[config.mk]
export PLATFORM = sky130hd
export DESIGN_NAME = dmem_access_sequencer_flat
export DESIGN_NICKNAME = d
export VERILOG_FILES = /design/src/rtl/dmem_access_sequencer_if.sv /design/src/rtl/dmem_access_sequencer.sv /design/src/flat_wrapper.sv
export SDC_FILE = /design/constraint.sdc
export NUM_CORES = 1
export LEC_CHECK = 0
export CAP_MARGIN = 20
export CORE_AREA = 2 2 171 173
export DETAILED_ROUTE_END_ITERATION = 16
export DIE_AREA = 0 0 173 175
export PLACE_DENSITY_LB_ADDON = 0.2
export SYNTH_ARGS = -nofsm -noshare
export SYNTH_HDL_FRONTEND = slang
export SYNTH_SLANG_ARGS = --single-unit
[constraint.sdc]
create_clock -name clk -period 1.9 [get_ports clk]
set_clock_uncertainty 0.15 [all_clocks]
set_input_delay 0.38 -clock clk [delete_from_list [all_inputs] [get_ports clk]]
set_output_delay 0.38 -clock clk [all_outputs]
set_load 0.02 [all_outputs]
[src/rtl/dmem_access_sequencer_if.sv]
// Bundle of the CPU (EX/MEM), aux (NIC) and dmem signals around the access sequencer.
// The sequencer takes the slave view; the surrounding pipeline, NIC and memory take the master view.
interface dmem_access_sequencer_if #(
  parameter int DATA_W = 64,
  parameter int ADDR_W = 16
);
  logic              cpu_mem_en;
  logic              cpu_mem_wr_en;
  logic [ADDR_W-1:0] cpu_addr;
  logic [DATA_W-1:0] cpu_wr_data;
  logic              cpu_stall;
  logic              cpu_rd_valid;
  logic [DATA_W-1:0] cpu_rd_data;

  logic              aux_req;
  logic              aux_wr;
  logic [ADDR_W-1:0] aux_addr;
  logic [DATA_W-1:0] aux_wr_data;
  logic              aux_grant;
  logic              aux_rd_valid;
  logic [DATA_W-1:0] aux_rd_data;

  logic              dmem_en;
  logic              dmem_wr_en;
  logic [ADDR_W-1:0] dmem_addr;
  logic [DATA_W-1:0] dmem_wr_data;
  logic [DATA_W-1:0] dmem_rd_data;

  modport slave (
    input  cpu_mem_en, cpu_mem_wr_en, cpu_addr, cpu_wr_data,
    output cpu_stall, cpu_rd_valid, cpu_rd_data,
    input  aux_req, aux_wr, aux_addr, aux_wr_data,
    output aux_grant, aux_rd_valid, aux_rd_data,
    output dmem_en, dmem_wr_en, dmem_addr, dmem_wr_data,
    input  dmem_rd_data
  );

  modport master (
    output cpu_mem_en, cpu_mem_wr_en, cpu_addr, cpu_wr_data,
    input  cpu_stall, cpu_rd_valid, cpu_rd_data,
    output aux_req, aux_wr, aux_addr, aux_wr_data,
    input  aux_grant, aux_rd_valid, aux_rd_data,
    input  dmem_en, dmem_wr_en, dmem_addr, dmem_wr_data,
    output dmem_rd_data
  );
endinterface

[src/rtl/dmem_access_sequencer.sv]
// Serialises CPU and aux accesses onto a single-ported, fixed-latency dmem.
// CPU has priority; aux is forced through once it has been denied STARVE_LIM cycles.
module dmem_access_sequencer #(
  parameter int DATA_W     = 64,
  parameter int ADDR_W     = 16,
  parameter int RD_LATENCY = 2,
  parameter int STARVE_LIM = 4
) (
  input  logic                  clk,
  input  logic                  reset,
  dmem_access_sequencer_if.slave bus
);

  localparam logic [1:0] RD_LAT_C = 2'(RD_LATENCY);
  localparam logic [3:0] STARVE_C = 4'(STARVE_LIM);

  typedef enum logic [1:0] {
    IDLE        = 2'd0,
    CPU_RD_WAIT = 2'd1,
    AUX_RD_WAIT = 2'd2
  } state_t;

  state_t      state_q, state_d;
  logic [1:0]  wait_cnt_q, wait_cnt_d;
  logic [3:0]  starve_cnt_q, starve_cnt_d;

  logic              aux_win, cpu_win, cpu_done;
  logic              mem_en, mem_wr;
  logic [ADDR_W-1:0] mem_addr;
  logic [DATA_W-1:0] mem_wdata;

  always_ff @(posedge clk) begin
    if (reset) begin
      state_q      <= IDLE;
      wait_cnt_q   <= 2'd0;
      starve_cnt_q <= 4'd0;
    end else begin
      state_q      <= state_d;
      wait_cnt_q   <= wait_cnt_d;
      starve_cnt_q <= starve_cnt_d;
    end
  end

  always_comb begin
    state_d          = state_q;
    wait_cnt_d       = wait_cnt_q;
    starve_cnt_d     = starve_cnt_q;
    aux_win          = 1'b0;
    cpu_win          = 1'b0;
    cpu_done         = 1'b0;
    mem_en           = 1'b0;
    mem_wr           = 1'b0;
    mem_addr         = '0;
    mem_wdata        = '0;
    bus.cpu_stall    = 1'b0;
    bus.cpu_rd_valid = 1'b0;
    bus.cpu_rd_data  = '0;
    bus.aux_grant    = 1'b0;
    bus.aux_rd_valid = 1'b0;
    bus.aux_rd_data  = '0;

    // Outputs are gated during reset so an abandoned read never surfaces.
    if (!reset) begin
      unique case (state_q)
        IDLE: begin
          // The count keeps climbing while a read is in flight, so it can pass the limit.
          aux_win = bus.aux_req && (!bus.cpu_mem_en || (starve_cnt_q >= STARVE_C));
          cpu_win = bus.cpu_mem_en && !aux_win;
          if (aux_win) begin
            mem_en        = 1'b1;
            mem_wr        = bus.aux_wr;
            mem_addr      = bus.aux_addr;
            mem_wdata     = bus.aux_wr_data;
            bus.aux_grant = 1'b1;
            if (!bus.aux_wr) begin
              state_d    = AUX_RD_WAIT;
              wait_cnt_d = 2'd1;
            end
          end else if (cpu_win) begin
            mem_en    = 1'b1;
            mem_wr    = bus.cpu_mem_wr_en;
            mem_addr  = bus.cpu_addr;
            mem_wdata = bus.cpu_wr_data;
            if (!bus.cpu_mem_wr_en) begin
              state_d    = CPU_RD_WAIT;
              wait_cnt_d = 2'd1;
            end
          end
        end
        CPU_RD_WAIT: begin
          if (wait_cnt_q == RD_LAT_C) begin
            bus.cpu_rd_valid = 1'b1;
            bus.cpu_rd_data  = bus.dmem_rd_data;
            cpu_done         = 1'b1;
            state_d          = IDLE;
            wait_cnt_d       = 2'd0;
          end else begin
            wait_cnt_d = wait_cnt_q + 2'd1;
          end
        end
        AUX_RD_WAIT: begin
          if (wait_cnt_q == RD_LAT_C) begin
            bus.aux_rd_valid = 1'b1;
            bus.aux_rd_data  = bus.dmem_rd_data;
            state_d          = IDLE;
            wait_cnt_d       = 2'd0;
          end else begin
            wait_cnt_d = wait_cnt_q + 2'd1;
          end
        end
        default: begin
          state_d    = IDLE;
          wait_cnt_d = 2'd0;
        end
      endcase

      bus.cpu_stall = bus.cpu_mem_en && !(cpu_win && bus.cpu_mem_wr_en) && !cpu_done;

      if (bus.aux_grant) begin
        starve_cnt_d = 4'd0;
      end else if (bus.aux_req && (starve_cnt_q != 4'hF)) begin
        starve_cnt_d = starve_cnt_q + 4'd1;
      end
    end
  end

  assign bus.dmem_en      = mem_en;
  assign bus.dmem_wr_en   = mem_wr;
  assign bus.dmem_addr    = mem_addr;
  assign bus.dmem_wr_data = mem_wdata;

endmodule
[src/flat_wrapper.sv]
// flat-port wrapper written by rule: the top's interface ports become plain ports
module dmem_access_sequencer_flat 
#(
  parameter int DATA_W     = 64,
  parameter int ADDR_W     = 16,
  parameter int RD_LATENCY = 2,
  parameter int STARVE_LIM = 4
)
  (clk, reset, bus_cpu_mem_en, bus_cpu_mem_wr_en, bus_cpu_addr, bus_cpu_wr_data, bus_cpu_stall, bus_cpu_rd_valid, bus_cpu_rd_data, bus_aux_req, bus_aux_wr, bus_aux_addr, bus_aux_wr_data, bus_aux_grant, bus_aux_rd_valid, bus_aux_rd_data, bus_dmem_en, bus_dmem_wr_en, bus_dmem_addr, bus_dmem_wr_data, bus_dmem_rd_data);
  dmem_access_sequencer_if #(.DATA_W(DATA_W), .ADDR_W(ADDR_W)) bus_i ();
  input  logic clk;
  input  logic reset;
  input wire logic [$bits(bus_i.cpu_mem_en)-1:0] bus_cpu_mem_en;
  input wire logic [$bits(bus_i.cpu_mem_wr_en)-1:0] bus_cpu_mem_wr_en;
  input wire logic [$bits(bus_i.cpu_addr)-1:0] bus_cpu_addr;
  input wire logic [$bits(bus_i.cpu_wr_data)-1:0] bus_cpu_wr_data;
  output wire logic [$bits(bus_i.cpu_stall)-1:0] bus_cpu_stall;
  output wire logic [$bits(bus_i.cpu_rd_valid)-1:0] bus_cpu_rd_valid;
  output wire logic [$bits(bus_i.cpu_rd_data)-1:0] bus_cpu_rd_data;
  input wire logic [$bits(bus_i.aux_req)-1:0] bus_aux_req;
  input wire logic [$bits(bus_i.aux_wr)-1:0] bus_aux_wr;
  input wire logic [$bits(bus_i.aux_addr)-1:0] bus_aux_addr;
  input wire logic [$bits(bus_i.aux_wr_data)-1:0] bus_aux_wr_data;
  output wire logic [$bits(bus_i.aux_grant)-1:0] bus_aux_grant;
  output wire logic [$bits(bus_i.aux_rd_valid)-1:0] bus_aux_rd_valid;
  output wire logic [$bits(bus_i.aux_rd_data)-1:0] bus_aux_rd_data;
  output wire logic [$bits(bus_i.dmem_en)-1:0] bus_dmem_en;
  output wire logic [$bits(bus_i.dmem_wr_en)-1:0] bus_dmem_wr_en;
  output wire logic [$bits(bus_i.dmem_addr)-1:0] bus_dmem_addr;
  output wire logic [$bits(bus_i.dmem_wr_data)-1:0] bus_dmem_wr_data;
  input wire logic [$bits(bus_i.dmem_rd_data)-1:0] bus_dmem_rd_data;
  assign bus_i.cpu_mem_en = bus_cpu_mem_en;
  assign bus_i.cpu_mem_wr_en = bus_cpu_mem_wr_en;
  assign bus_i.cpu_addr = bus_cpu_addr;
  assign bus_i.cpu_wr_data = bus_cpu_wr_data;
  assign bus_cpu_stall = bus_i.cpu_stall;
  assign bus_cpu_rd_valid = bus_i.cpu_rd_valid;
  assign bus_cpu_rd_data = bus_i.cpu_rd_data;
  assign bus_i.aux_req = bus_aux_req;
  assign bus_i.aux_wr = bus_aux_wr;
  assign bus_i.aux_addr = bus_aux_addr;
  assign bus_i.aux_wr_data = bus_aux_wr_data;
  assign bus_aux_grant = bus_i.aux_grant;
  assign bus_aux_rd_valid = bus_i.aux_rd_valid;
  assign bus_aux_rd_data = bus_i.aux_rd_data;
  assign bus_dmem_en = bus_i.dmem_en;
  assign bus_dmem_wr_en = bus_i.dmem_wr_en;
  assign bus_dmem_addr = bus_i.dmem_addr;
  assign bus_dmem_wr_data = bus_i.dmem_wr_data;
  assign bus_i.dmem_rd_data = bus_dmem_rd_data;
  dmem_access_sequencer #(.DATA_W(DATA_W), .ADDR_W(ADDR_W), .RD_LATENCY(RD_LATENCY), .STARVE_LIM(STARVE_LIM)) u_core (.clk(clk), .reset(reset), .bus(bus_i));
endmodule
# Word level (Yosys, flattened, before mapping)
# Cells that the tools add are included.
[classes]
eq_ne = 8
n_lt_le_gt_ge = 1
add_sub_neg = 2
n_reduce_logical = 16
n_mux = 44
[ops]
columns = ["cell", "count"]
rows = [
  ["$mux W64", 9],
  ["$mux W16", 4],
  ["$mux W1", 21],
  ["$mux W2", 8],
  ["$pmux W2 S2", 2],
  ["$logic_and A1 B1 Y1", 6],
  ["$add A4 B1 Y4 const B", 1],
  ["$eq A2 B2 Y1 const B", 2],
  ["$ge A4 B3 Y1 const B", 1],
  ["$logic_not A1 Y1", 4],
  ["$ne A4 B4 Y1 const B", 1],
  ["$reduce_and A4 Y1", 1],
  ["$reduce_or A2 Y1", 2],
  ["$ne A3 B1 Y1 const B", 1],
  ["$ne A3 B2 Y1 const B", 1],
  ["$ne A3 B3 Y1 const B", 1],
  ["$reduce_and A3 Y1", 1],
  ["$add A2 B1 Y2 const B", 1],
  ["$eq A2 B1 Y1 const B", 1],
  ["$logic_not A2 Y1", 1],
  ["$ne A2 B1 Y1 const B", 1],
  ["$logic_or A1 B1 Y1", 1],
]
[word_totals]
output_inout_bits = 214
register_bits = 8
in_bits = 230

# Logic depth before layout (Yosys ltp)
[logic_depth]
depth_word = 12
depth_mapped = 7

# Least setup slack after synthesis
# Ideal clock, no wire load.
[synth_timing]
kind = "reg2out"
startpoint = "register u_core.state_q[0]"
endpoint = "output port bus_dmem_addr[0]"
stages_incl_launch_ff = 8
path_slack_ps = -280
n_path_buf = 3
arrival_ps = 1650
path_cell_list = "dfxtp_1 -> inv_1 -> ha_1 -> clkbuf_1 -> and4_1 -> buf_2 -> clkbuf_1 -> a22o_1"
[synth_between]
elab_chain_len = 3
[synth_rtl]
columns = ["item", "line_no", "text"]
rows = [
  ["from (decl)", "dmem_access_sequencer.sv:23", "state_t state_q, state_d;"],
  ["from (signal assigned)", "dmem_access_sequencer.sv:38", "state_q <= state_d;"],
  ["$logic_not A2 Y1", "dmem_access_sequencer.sv:64", "unique case (state_q)"],
  ["$mux W16", "dmem_access_sequencer.sv:64", ""],
  ["$mux W16", "dmem_access_sequencer.sv:63", "if (!reset) begin"],
  ["to (decl)", "flat_wrapper.sv:29", "output wire logic [$bits(bus_i.dmem_addr)-1:0] bus_dmem_addr;"],
]
# No other way between the ends.

# Worst setup path after layout
[layout_timing]
startpoint = "register u_core.starve_cnt_q[3]"
endpoint = "output port bus_dmem_wr_data[54]"
[layout_between]
elab_chain_len = 9
[layout_rtl]
columns = ["item", "line_no", "text"]
rows = [
  ["from (decl)", "dmem_access_sequencer.sv:25", "logic [3:0] starve_cnt_q, starve_cnt_d;"],
  ["from (signal assigned)", "dmem_access_sequencer.sv:40", "starve_cnt_q <= starve_cnt_d;"],
  ["$ge A4 B3 Y1 (*)", "dmem_access_sequencer.sv:67", "aux_win = bus.aux_req && (!bus.cpu_mem_en || (starve_cnt_q >= STARVE_C));"],
  ["$logic_or A1 B1 Y1 (*)", "dmem_access_sequencer.sv:67", ""],
  ["$logic_and A1 B1 Y1 (*)", "dmem_access_sequencer.sv:67", ""],
  ["$logic_not A1 Y1", "dmem_access_sequencer.sv:68", "cpu_win = bus.cpu_mem_en && !aux_win;"],
  ["$logic_and A1 B1 Y1", "dmem_access_sequencer.sv:68", ""],
  ["$mux W64", "dmem_access_sequencer.sv:79", "end else if (cpu_win) begin"],
  ["$mux W64 (*)", "dmem_access_sequencer.sv:69", "if (aux_win) begin"],
  ["$mux W64 (*)", "dmem_access_sequencer.sv:64", ""],
  ["$mux W64 (*)", "dmem_access_sequencer.sv:63", ""],
  ["to (decl)", "flat_wrapper.sv:30", "output wire logic [$bits(bus_i.dmem_wr_data)-1:0] bus_dmem_wr_data;"],
]
# Mark *: on every way between the ends. The rest lies on a longest branch, timed or not.

==> insert_results.sql <==
INSERT INTO impl_metrics (metric_group, metric, value, unit) VALUES
('synth', 'post_synth_inst_count', '314', ''),
('clock_network', 'htree_levels', '1', ''),
('synth', 'yosys-top-cells-count', 'sky130_fd_sc_hd__and2_1 (129), sky130_fd_sc_hd__a22o_1 (80), sky130_fd_sc_hd__clkbuf_1 (25), sky130_fd_sc_hd__buf_2 (10), sky130_fd_sc_hd__dfxtp_1 (8)', ''),
('synth', 'synth_edf_count', '0', ''),
('global_route', 'total_routing_usage_reported_by_global_routing', '15.5', '%'),
('power', 'power.share.switching', '38.5', '%'),
('critical_path', 'ff2ff_path_depth', '7', ''),
('power', 'internal_power', '0.00255', 'W'),
('clock_network', 'clkLatencyLatePin', '0.23', 'ns'),
('synth', 'ys.flop_type', 'sky130_fd_sc_hd__dfxtp_1', ''),
('worst_hold_path', 'hp-start', 'u_core.starve_cnt_q[1]$_SDFFE_PP0P_', ''),
('critical_path', 'worst_ep_required_time', '1.37', 'ns'),
('clock_network', 'cts_buffer_depth', '2', ''),
('die', 'pin_count', '444', ''),
('critical_path', 'critical_path.max_fanout', '7', ''),
('critical_path', 'worst-endpoint-arrival', '1.89', 'ns'),
('finish', 'drive_above_1_share', '67.3', '%'),
('timing', 'final_critical_path_required_period', '2.42', 'ns'),
('run_status', 'run_status', 'finished, violations left', ''),
('power', 'total_leakage_power', '4.66', 'nW'),
('critical_path', 'crit_family', 'simple AND/OR/NAND/NOR gates', ''),
('global_route', 'global_route_wire_length_before_repair', '35300', 'um'),
('placed_design', 'io_buffers', '443', ''),
('critical_path', 'timing.critical_path.slowest_cell_delay', '0.41', 'ns'),
('critical_path', 'cpMaxStageDelayCell', 'sky130_fd_sc_hd__or3b_4', ''),
('timing', 'timing.slew.headroom', '81.0', '%'),
('synth', 'synth-seq-area-share', '7.26', '%'),
('synth', 'syn_nets', '549', ''),
('route', 'vias_per_cell', '3.82', ''),
('finish', 'num-nets-final', '1077', ''),
('critical_path', 'timing.critical_path.from_type', 'register', ''),
('clock_network', 'cts_tree', 'done', ''),
('route', 'postRouteWirelength', '25100', 'um'),
('route', 'route.detailed.drc', '0', ''),
('critical_path', 'crit-reg2reg-launch', 'u_core.state_q[1]$_SDFFE_PP0P_', ''),
('timing', 'achievable-frequency', '413', 'MHz'),
('finish', 'fillCellCount', '2833', ''),
('run', 'maxCapViolations', '0', ''),
('synth', 'synthArstFlopShare', '0', '%'),
('route', 'firstDrtPassIters', '4', ''),
('timing', 'fin_crit_sh', '127', '%'),
('timing', 'final.setup.worst_slack', '-0.521', 'ns'),
('critical_path', 'worstPathBufferInverterCount', '4', ''),
('clock_network', 'numCtsBuffers', '3', ''),
('timing', 'max_slew.worst_pin.slew', '0.285', 'ns'),
('run_status', 'violations', 'negative setup slack', ''),
('die', 'floorplan.die.width', '173', 'um'),
('worst_hold_path', 'hold_depth', '2', ''),
('timing', 'setup_viol_count_final', '213', ''),
('power', 'p_per_area', '407', 'nW/um2'),
('die', 'rows', '62', ''),
('critical_path', 'worstPathCellList', 'or3b_4, nand2_4, nor2_4, buf_12, buf_12, clkbuf_16, a22o_4, buf_6', ''),
('die', 'effective_utilization_at_floorplan', '7.77', '%'),
('synth', 'synthTopCellsByArea', 'sky130_fd_sc_hd__and2_1 (37%), sky130_fd_sc_hd__a22o_1 (32%), sky130_fd_sc_hd__dfxtp_1 (7.3%)', ''),
('route', 'wire_length_per_cell_after_detailed_routing', '20.5', 'um'),
('global_route', 'antenna_violations_before_repair', '3', ''),
('critical_path', 'timing.critical_path.mode_cell', 'sky130_fd_sc_hd__buf_12', ''),
('die', 'die_area', '30300', 'um2'),
('placed_design', 'gpl.final_weighted_congestion', '0.842', ''),
('synth', 'synth.avg_cell_area', '7.03', 'um2'),
('synth', 'synth.distinct_cells', '31', ''),
('synth', 'synth_top_area_share', '36.6', '%'),
('timing', 'total_count_of_max_transition_violations_in_the_final_report', '0', ''),
('worst_hold_path', 'min-delay-path-class', 'register to register', ''),
('power', 'combPwrFrac', '85.8', '%'),
('synth', 'synth_area', '2210', 'um2'),
('timing', 'grt_setup_unrepaired', 'yes', ''),
('synth', 'ys.warnings.count', '0', ''),
('critical_path', 'critical_path_depth', '8', ''),
('power', 'clkPwrFrac', '8.6', '%'),
('global_route', 'grt_pass1_vias', '5195', '');
power by group through the flow:
stage / Clock (W) / Combinational [W] / Sequential (W)
after floorplan: 0 / 0.00153 / 0.000231
after global placement: 0 / 0.00288 / 0.000229
after detailed placement: 0 / 0.00287 / 0.000230
after CTS: 0.000370 / 0.00342 / 0.000229
after global routing: 0.000375 / 0.00373 / 0.000237
final: 0.000359 / 0.00356 / 0.000233
final cells by class:
type                    instances  area [um2]  share of cell area (%)
diodes                          1        2.50                  0.0245
clock buffers                   3        75.1                   0.735
inverters                       5        21.3                   0.208
multi-input cells             266        3010                    29.5
flip-flops and latches          8         165                    1.62
well taps                     384         480                    4.70
repair buffers                558        6460                    63.2
worst max path at each step:
stage                                              from              endpoint  slack [ns]
floorplan                                bus_cpu_mem_en      bus_dmem_addr[0]       -0.07
global placement                            bus_aux_req  bus_dmem_wr_data[28]       -1.17
detailed placement                       bus_cpu_mem_en  bus_dmem_wr_data[60]       -1.17
CTS                 u_core.starve_cnt_q[2]$_SDFFE_PP0P_      bus_dmem_addr[4]       -0.55
global route        u_core.starve_cnt_q[3]$_SDFFE_PP0P_     bus_dmem_addr[14]       -0.57
finish              u_core.starve_cnt_q[3]$_SDFFE_PP0P_  bus_dmem_wr_data[54]       -0.52
cell families (layout without fill, tap and decap cells):
group / after synthesis / in the layout / synth area share (%)
compound gates: 97 / 97 / 36.6
buf+inv: 40 / 566 / 7.37
flops: 8 / 8 / 7.26
xor+xnor: 2 / 2 / 0.794
fa+ha+maj: 5 / 5 / 2.84
other cells: 0 / 1 / 0
simple gates: 162 / 162 / 45.2
stage by stage:
| step | cells | instance area (um2) | setup TNS [ns] | power (W) | worst slack, ns |
|---|---|---|---|---|---|
| after floorplan | 314 | 3250 | -4.41 | 0.00176 | -0.0660 |
| after global placement | 1148 | 8140 | -214.41 | 0.00311 | -1.17 |
| after detailed placement | 1148 | 8140 | -211.58 | 0.00310 | -1.17 |
| after CTS | 1219 | 9890 | -92.84 | 0.00402 | -0.552 |
| after global routing | 1224 | 10200 | -97.40 | 0.00435 | -0.566 |
| final | 1225 | 10200 | -83.96 | 0.00416 | -0.521 |
cells in the final DEF (no fill, tap or decap), types with 2 or more instances in the layout:
| cell type | instances |
|---|---|
| sky130_fd_sc_hd__a21oi_1 | 6 |
| sky130_fd_sc_hd__nor2_1 | 4 |
| sky130_fd_sc_hd__buf_12 | 23 |
| sky130_fd_sc_hd__inv_2 | 3 |
| sky130_fd_sc_hd__dfxtp_1 | 4 |
| sky130_fd_sc_hd__dfxtp_2 | 4 |
| sky130_fd_sc_hd__ha_1 | 2 |
| sky130_fd_sc_hd__clkdlybuf4s50_1 | 226 |
| sky130_fd_sc_hd__buf_4 | 21 |
| sky130_fd_sc_hd__ha_4 | 3 |
| sky130_fd_sc_hd__buf_16 | 14 |
| sky130_fd_sc_hd__nand4_1 | 4 |
| sky130_fd_sc_hd__buf_2 | 2 |
| sky130_fd_sc_hd__o21ai_0 | 2 |
| sky130_fd_sc_hd__xor2_1 | 2 |
| sky130_fd_sc_hd__nand2_1 | 4 |
| sky130_fd_sc_hd__buf_8 | 18 |
| sky130_fd_sc_hd__nor2b_1 | 2 |
| sky130_fd_sc_hd__nand2_4 | 2 |
| sky130_fd_sc_hd__nand3_1 | 5 |
| sky130_fd_sc_hd__buf_6 | 248 |
| sky130_fd_sc_hd__nor3_1 | 2 |
| sky130_fd_sc_hd__a22o_4 | 80 |
| sky130_fd_sc_hd__clkbuf_16 | 7 |
| sky130_fd_sc_hd__and2_4 | 128 |
repair_timing:
item	in CTS	in global routing
hold endpoints to repair	0	0
setup buffers	53	11
pin swaps	42	54
cloned	19	4
resized for setup	1324	122
setup endpoints to repair	219	213
registers in the layout, indices dropped and copies added (netlist names):
signal	flops
u_core.wait_cnt_q	2
u_core.starve_cnt_q	4
u_core.state_q	2
worst register-to-register path: stages (launching register included):
cell and delay [ns]:
sky130_fd_sc_hd__dfxtp_2 0.34, sky130_fd_sc_hd__inv_2 0.05, sky130_fd_sc_hd__buf_6 0.11, sky130_fd_sc_hd__ha_4 0.27, sky130_fd_sc_hd__or3b_2 0.43, sky130_fd_sc_hd__a21oi_1 0.15, sky130_fd_sc_hd__nand3_1 0.09, sky130_fd_sc_hd__a21oi_1 0.13
layer usage:
metal	vias to the layer above	GRT usage [%]	part of all wire (%)
met2	280	30.6	54
met4	4	3.43	2.3
met1	2177	15.6	34
li1	2191	-	-
met3	24	5.27	9.4
met5	-	0	0.10
Power figures use the tool's default switching activity.
